## src/rtl/conv_stream_pkg.sv

```systemverilog
// Shared widths, FSM state encoding and the pixel packing helper for conv_stream_packer.
// Combinational definitions only; no latency or backpressure of its own.
package conv_stream_pkg;

    localparam int NB_PIXEL_PKG = 8;
    localparam int NB_DATA_PKG  = 4 * NB_PIXEL_PKG;

    typedef enum logic [1:0] {
        S_SKIP  = 2'd0,
        S_PASS  = 2'd1,
        S_DRAIN = 2'd2
    } state_t;

    typedef struct packed {
        logic                   last;
        logic [NB_DATA_PKG-1:0] dat;
    } out_word_t;

    // Window 0 lands in the least significant byte.
    function automatic logic [NB_DATA_PKG-1:0] pack4(
        input logic [NB_PIXEL_PKG-1:0] p3,
        input logic [NB_PIXEL_PKG-1:0] p2,
        input logic [NB_PIXEL_PKG-1:0] p1,
        input logic [NB_PIXEL_PKG-1:0] p0
    );
        return {p3, p2, p1, p0};
    endfunction

endpackage

```

## src/rtl/sync_fifo.sv

```systemverilog
// Generic synchronous FIFO; a push is visible at dout one cycle later when empty.
// Pushes while full and pops while empty are ignored; full/empty come from registered pointers.
module sync_fifo #(
    parameter int WIDTH = 33,
    parameter int DEPTH = 4
) (
    input  logic             i_clk,
    input  logic             i_reset,
    input  logic             push,
    input  logic             pop,
    input  logic [WIDTH-1:0] din,
    output logic             full,
    output logic             empty,
    output logic [WIDTH-1:0] dout
);

    localparam int AW = $clog2(DEPTH);

    logic [WIDTH-1:0] mem [DEPTH];
    logic [AW:0]      wr_ptr;
    logic [AW:0]      rd_ptr;
    logic             do_push;
    logic             do_pop;

    assign do_push = push & ~full;
    assign do_pop  = pop & ~empty;

    always_ff @(posedge i_clk) begin
        if (i_reset) begin
            wr_ptr <= '0;
            rd_ptr <= '0;
            for (int i = 0; i < DEPTH; i++) begin
                mem[i] <= '0;
            end
        end else begin
            if (do_push) begin
                mem[wr_ptr[AW-1:0]] <= din;
                wr_ptr              <= wr_ptr + 1'b1;
            end
            if (do_pop) begin
                rd_ptr <= rd_ptr + 1'b1;
            end
        end
    end

    // The extra pointer bit separates a wrapped (full) FIFO from an empty one.
    assign empty = (wr_ptr == rd_ptr);
    assign full  = (wr_ptr[AW] != rd_ptr[AW]) && (wr_ptr[AW-1:0] == rd_ptr[AW-1:0]);
    assign dout  = mem[rd_ptr[AW-1:0]];

endmodule

```

## src/rtl/conv_stream_packer.sv

```systemverilog
// Packs four conv results per group into AXI-Stream words, dropping line-buffer fill and tagging tlast.
// One cycle group-to-tvalid when buffer empty; o_ready follows registered FIFO full, groups offered while not ready are dropped.
module conv_stream_packer
    import conv_stream_pkg::*;
#(
    parameter int NB_PIXEL   = NB_PIXEL_PKG,
    parameter int NB_DATA    = NB_DATA_PKG,
    parameter int SKIP_WORDS = 400,
    parameter int OUT_WORDS  = 9800,
    parameter int FIFO_DEPTH = 4
) (
    input  logic                i_clk,
    input  logic                i_reset,
    input  logic [NB_PIXEL-1:0] i_conv0,
    input  logic [NB_PIXEL-1:0] i_conv1,
    input  logic [NB_PIXEL-1:0] i_conv2,
    input  logic [NB_PIXEL-1:0] i_conv3,
    input  logic                i_valid,
    output logic                o_ready,
    output logic [NB_DATA-1:0]  o_tdata,
    output logic                o_tvalid,
    output logic                o_tlast,
    input  logic                i_tready,
    output logic                o_frame_done,
    output logic                o_overflow
);

    localparam int SKIP_W = (SKIP_WORDS > 0) ? $clog2(SKIP_WORDS + 1) : 1;
    localparam int OUT_W  = (OUT_WORDS > 1) ? $clog2(OUT_WORDS) : 1;
    localparam state_t S_FRAME_START = (SKIP_WORDS == 0) ? S_PASS : S_SKIP;

    state_t            state;
    logic [SKIP_W-1:0] skip_cnt;
    logic [OUT_W-1:0]  out_cnt;
    logic              overflow_q;
    logic              fifo_full;
    logic              fifo_empty;
    logic              accept;
    logic              push;
    logic              pop;
    logic              last_push;
    logic              tlast_hs;
    out_word_t         push_word;
    out_word_t         head_word;

    always_comb begin
        o_ready = 1'b0;
        case (state)
            S_SKIP:  o_ready = 1'b1;
            S_PASS:  o_ready = ~fifo_full;
            default: o_ready = 1'b0;
        endcase
    end

    assign accept    = i_valid & o_ready;
    assign push      = accept & (state == S_PASS);
    assign last_push = (out_cnt == OUT_W'(OUT_WORDS - 1));
    assign push_word = '{last: last_push, dat: pack4(i_conv3, i_conv2, i_conv1, i_conv0)};
    assign pop       = o_tvalid & i_tready;
    assign tlast_hs  = pop & head_word.last;

    always_ff @(posedge i_clk) begin
        if (i_reset) begin
            state      <= S_FRAME_START;
            skip_cnt   <= '0;
            out_cnt    <= '0;
            overflow_q <= 1'b0;
        end else begin
            if (i_valid && !o_ready) begin
                overflow_q <= 1'b1;
            end
            case (state)
                S_SKIP: begin
                    if (accept) begin
                        if (skip_cnt == SKIP_W'(SKIP_WORDS - 1)) begin
                            skip_cnt <= '0;
                            state    <= S_PASS;
                        end else begin
                            skip_cnt <= skip_cnt + 1'b1;
                        end
                    end
                end
                S_PASS: begin
                    if (push) begin
                        if (last_push) begin
                            out_cnt <= '0;
                            state   <= S_DRAIN;
                        end else begin
                            out_cnt <= out_cnt + 1'b1;
                        end
                    end
                end
                S_DRAIN: begin
                    if (tlast_hs) begin
                        state <= S_FRAME_START;
                    end
                end
                default: state <= S_FRAME_START;
            endcase
        end
    end

    sync_fifo #(
        .WIDTH (NB_DATA + 1),
        .DEPTH (FIFO_DEPTH)
    ) u_fifo (
        .i_clk   (i_clk),
        .i_reset (i_reset),
        .push    (push),
        .pop     (pop),
        .din     (push_word),
        .full    (fifo_full),
        .empty   (fifo_empty),
        .dout    (head_word)
    );

    assign o_tvalid     = ~fifo_empty;
    assign o_tdata      = head_word.dat;
    assign o_tlast      = head_word.last;
    assign o_frame_done = tlast_hs & (state == S_DRAIN);
    assign o_overflow   = overflow_q;

endmodule

```

## config.mk

```make
export PLATFORM = sky130hd
export DESIGN_NAME = conv_stream_packer
export DESIGN_NICKNAME = d
export VERILOG_FILES = /design/src/rtl/conv_stream_pkg.sv /design/src/rtl/sync_fifo.sv /design/src/rtl/conv_stream_packer.sv
export SDC_FILE = /design/constraint.sdc
export NUM_CORES = 1
export LEC_CHECK = 0
export ABC_AREA = 1
export ABC_CLOCK_PERIOD_IN_PS = 6500
export BUFFER_PORTS_ARGS = -buffer_cell sky130_fd_sc_hd__buf_2
export CELL_PAD_IN_SITES_DETAIL_PLACEMENT = 1
export CELL_PAD_IN_SITES_GLOBAL_PLACEMENT = 1
export CORE_MARGIN = 10
export CORE_UTILIZATION = 49
export DETAILED_ROUTE_END_ITERATION = 8
export GPL_ROUTABILITY_DRIVEN = 0
export GPL_TIMING_DRIVEN = 1
export PLACE_DENSITY = 0.8
export SLEW_MARGIN = 20
export SYNTH_ARGS = -nofsm -noshare
export SYNTH_HDL_FRONTEND = slang
export SYNTH_SLANG_ARGS = --single-unit
export TNS_END_PERCENT = 5
```

## constraint.sdc

```tcl
create_clock -name i_clk -period 6.5 [get_ports i_clk]
set_input_delay 0.325 -clock i_clk [delete_from_list [all_inputs] [get_ports i_clk]]
set_output_delay 0.325 -clock i_clk [all_outputs]
set_load 0.005 [all_outputs]
```

Word-level counts from Yosys, hierarchy flattened
Memory sizes are Yosys's and may differ from the RTL's. A register that Yosys moved wholly into a read port is not among the register bits.
Cells that the tools add are included.
{"block": "totals", "ff_bits": 32, "mem_bits_rw": 132, "input_bits": 36, "output_inout_bits": 37, "word_cells": 59, "n_memories": 1}
{"memory": "u_fifo.mem", "depth": 4, "width": 33, "read_ports": 1, "rd_clocked_by_memory_dff": 1, "write_ports": 4, "line": "sync_fifo.sv:19", "rtl": "logic [WIDTH-1:0] mem [DEPTH];"}
{"block": "op_classes", "n_addsub": 4, "eq_ne": 12, "n_mux": 19, "n_bitwise": 9, "n_reduce_logical": 8}
{"op": "2-to-1 mux 33 bit", "n": 1}
{"op": "OR reduction 33 bit", "n": 1}
{"op": "2-to-1 mux 2 bit", "n": 8}
{"op": "adder 14 x 1 -> 14 bit (second input constant)", "n": 1}
{"op": "== test 14 bit (second input constant)", "n": 1}
{"op": "2-to-1 mux 14 bit", "n": 1}
{"op": "adder 9 x 1 -> 9 bit (second input constant)", "n": 1}
{"op": "== test 9 bit (second input constant)", "n": 1}
{"op": "2-to-1 mux 9 bit", "n": 1}
{"op": "inequality test 2 bit (second input constant)", "n": 4}
{"op": "AND 1 bit", "n": 7}
{"op": "adder 3 x 1 -> 3 bit (second input constant)", "n": 2}
{"op": "2-to-1 mux 1 bit", "n": 6}
{"op": "case mux 2 bit (3 select lines)", "n": 1}
{"op": "AND reduction 5 bit", "n": 1}
{"op": "AND reduction 2 bit", "n": 2}
{"op": "== test 3 bit", "n": 1}
{"op": "== test 2 x 1 -> 1 bit (second input constant)", "n": 1}
{"op": "== test 2 bit", "n": 1}
{"op": "== test 2 bit (second input constant)", "n": 1}
{"op": "logical AND 1 bit", "n": 2}
{"op": "logical NOT 2 bit", "n": 1}
{"op": "inequality test 2 x 1 -> 1 bit (second input constant)", "n": 1}
{"op": "NOT 1 bit", "n": 2}
{"op": "3 further kinds", "n": 3}

Depth between registers and ports, before layout
{"block": "logic_depth", "depth_word": 12, "ltp_mapped": 10, "ltp_nobuf": 10}

Hierarchy
A second synthesis with hierarchy kept.
{"block": "unflattened", "hier_cells": 785, "area_unflattened_um2": 7955.1}
{"module": "sync_fifo", "instances": 1, "cells_per_inst": 572, "area_per_inst_um2": 6573.8, "seq_area_each_um2": 4124.0}
{"module": "conv_stream_packer", "instances": 1, "cells_per_inst": 213, "area_per_inst_um2": 1381.3, "seq_area_each_um2": 520.5}

Least setup slack after synthesis
No wires, ideal clock.
{"block": "synth_path", "path_type": "register -> register", "from": "register u_fifo.wr_ptr[0]", "to": "memory u_fifo.mem[0][0], enable pin", "setup_ps": 391, "arrival_time_ps": 2053, "t_required_ps": 6109, "slack_ps": 4056, "stages_incl_launch_ff": 10, "n_path_buf": 1, "synth_period_minus_slack_ps": 2444, "cell_sequence": "dfxtp_1 -> inv_2 -> nand2_1 -> nand2_1 -> nand3_2 -> nand4_4 -> nor2_8 -> nand3_4 -> buf_6 -> nand2_1"}
{"item": "start, declared", "line": "sync_fifo.sv:20", "rtl": "logic [AW:0] wr_ptr;"}
{"item": "start signal, assigned", "line": "sync_fifo.sv:38", "rtl": "wr_ptr <= wr_ptr + 1'b1;"}
{"item": "end, declared", "line": "sync_fifo.sv:19"}

==> qor.yml <==
drt_iter0_drc: 393
drc: 0
power.density_nw_per_um2: 291
clockBufferDepth: 2
place.port_buffers: 72
run_status: "finished, final reports clean"
clock-sinks: 166
final_nets: 882
ff2ff_setup_slack_ps: 3330
crit_path_end: "o_frame_done"
p_sw_uw: 602
instances_no_fill: 1043
first_pass_iters: 5
cp-start-kind: "register"
clkPwrFrac: 0.421
rr_startpoint: "u_fifo.wr_ptr[1]"
ys_warn_count: 0
cts-resized-gates: 0
antenna_found_initial: 0
slowest_delay_ps: 890
slew_headroom: 0.289
placedCellCount: 1011
grt_pass1_wl_um: 32400
fin_crit_sh: 0.532
reg2reg_depth: 8
p_leak_nw: 3.46
cts_setup_buffers: 0
seqPwrFrac: 0.489
crit_chain: "clkinv_2, o21ai_0, o22ai_1, nand2_1, nor3_1, buf_2"
die_y_um: 144
timing.rr.end: "u_fifo.mem[1][30]"
drt-total-wl_um: 20300
fin_util: 0.563
worstPathMaxFanout: 67
postSynthAreaPerCell_um2: 9.52
die_width_um: 144
overflow: 0
fin_skew_ps: 9.73
synthDistinctLibCells: 26
ioPinCount: 73
rows: 45
grt_pass1_vias: 6205
synth_adder_area_share: 0.00668
worst_ep_arrival_time_ps: 3130
cts_buffers: 17
grt_max_degree: 68
syn_nets: 827
track_usage: 0.202
holdCritPathClass: "input port to register"
critPathSlowestCell: "clkinv_2"
n_antenna_cell: 0
ctsHoldBuffers: 0
synthCells: 787
vias_per_cell: 5.56
synth_seq_cells: 166
ant_nets: 0
wire_per_inst_um: 19.4
worst_pin_slew_ps: 1060
cts_root_buffer: "clkbuf_16"
tns_ps: 0
fmax_ghz: 0.289
area_delta_synth_final_pct: 13.4
hpwl_um: 12800
p_sw_frac: 0.243
clk_pin_slew_ps: 70
critPathKind: "register to output pin"
drive_gt1_frac: 0.136
cts_tree: "done"
netlist_top_cells_area: "edfxtp_1 53%, nor2_1 12%, dfxtp_1 9.1%"
rsz0062_at_grt: "false"
yosys.area_share.simple: 0.202
drv_slew: 0
vdd_drop_max_v: 0.000197
coreArea_um2: 15100
synth_top_area_frac: 0.529
hold_viol: 0
setup_viol_count_final: 0
period_needed_ps: 3460
p_int_mw: 1.87
synthXorXnorAreaFrac: 0.0129
yosys.area.top_type: "edfxtp_1"
synth_top_family_by_area: "simple AND/OR/NAND/NOR gates"
dieArea_um2: 20600
vias: 5799
required_ps: 6170
synth_mux_area_frac: 0
synth_compound_area_frac: 0.0940
synth_area_um2: 7490
clk-insertion-delay-late_ps: 440
max_cap_violations: 0
fillers: 1733
initial_core_util: 0.497
h-tree-depth: 4
seq_area_frac_synth: 0.620
pwr-share-comb: 0.089
endpoint_kind: "output pin"
==> metal layers <==
metal / global-route usage / wire length, um / up-vias
li1: - / - / 2730
met5: 0 / 0 / -
met3: 0.0439 / 863 / 26
met2: 0.351 / 10400 / 128
met4: 0.0709 / 333 / 0
met1: 0.243 / 8640 / 2915
==> kinds of logic (layout without fill, tap and decap cells) <==
group,count (synthesis),in the layout
AO/OA/AOI/OAI,129,129
flip-flops,166,166
buffers and inverters,109,177
XOR/XNOR,11,11
AND/OR/NAND/NOR,368,368
adder cells (fa/ha/maj),4,4
==> cell usage after synthesis <==
library cell / count
nor2_1: 248
edfxtp_1: 132
nand2_1: 81
o21ai_0: 73
inv_1: 68
dfxtp_1: 34
o22ai_1: 33
clkbuf_1: 23
nand3_1: 18
a21oi_1: 16
xor2_1: 10
buf_6: 9
nor3_1: 7
nand4_1: 6
o21a_1: 6
buf_2: 5
ha_1: 4
inv_2: 3
nand3_4: 3
nor3b_1: 2
clkinv_1: 1
nand3_2: 1
nand4_4: 1
nor2_8: 1
o21bai_1: 1
xnor2_1: 1
==> power groups by stage <==
| stage | clock [mW] | combinational [mW] | sequential (mW) |
|---|---|---|---|
| after floorplan | 0 | 0.135 | 1.21 |
| after global placement | 0 | 0.215 | 1.23 |
| after detailed placement | 0 | 0.223 | 1.23 |
| after CTS | 1.05 | 0.226 | 1.21 |
| after global routing | 1.10 | 0.249 | 1.21 |
| final | 1.04 | 0.221 | 1.21 |
==> registers in the layout, indices dropped and copies added, names as in the netlist, named ones only <==
signal	cells
u_fifo.mem	132
out_cnt	14
skip_cnt	9
u_fifo.rd_ptr	3
u_fifo.wr_ptr	3
state	2
o_overflow	1
==> cell usage in the layout (no fill, tap or decap), drive strengths merged, types with 3 or more instances in the layout <==
cell      n
edfxtp  132
ha        4
bufinv    3
a21oi    16
dfxtp    34
nand4     7
nor3      7
o21a      6
clkbuf   21
o22ai    33
nand3    22
xor2     10
inv      72
o21ai    73
buf      73
clkinv    6
nand2    81
nor2    249
==> through the flow <==
stage	area [um^2]	hold slack, ps	worst slack (ps)	total power, mW
finish	8500	241	3040	2.47
floorplan	7490	454	4060	1.34
global placement	7890	445	3430	1.44
CTS	8490	233	2880	2.49
global route	8500	252	2810	2.56
detailed placement	7890	466	3320	1.45
==> cell type report <==
class                           instances  area (um^2)  share of cell area
Timing Repair Buffer                   73          368              0.0433
Clock buffer                           21          450              0.0530
Multi-Input combinational cell        512         2370               0.279
Tap cell                              188          235              0.0277
Clock inverter                         11          148              0.0174
Sequential cell                       166         4650               0.547
Inverter                               72          272              0.0320
==> worst min path at each step <==
stage	to	cells after the start	slack [ps]	start
5_1_grt	u_fifo.mem[3][19]	3	250	i_conv2[3]
4_1_cts	u_fifo.mem[2][19]	3	230	i_conv2[3]
3_5_place_dp	o_overflow	1	470	o_overflow
2_1_floorplan	u_fifo.rd_ptr[2]	2	450	u_fifo.rd_ptr[2]
6_report	u_fifo.mem[2][19]	3	240	i_conv2[3]
3_3_place_gp	o_overflow	1	440	o_overflow
==> worst max-delay path, delay by kind of cell (launching register included) <==
kind | cells | cell delay, ps
DFF | 1 | 780
buffers and inverters | 2 | 1030
and+or+nand+nor | 2 | 190
AOI/OAI and AO/OA | 2 | 680
(Power assumes the default switching activity.)
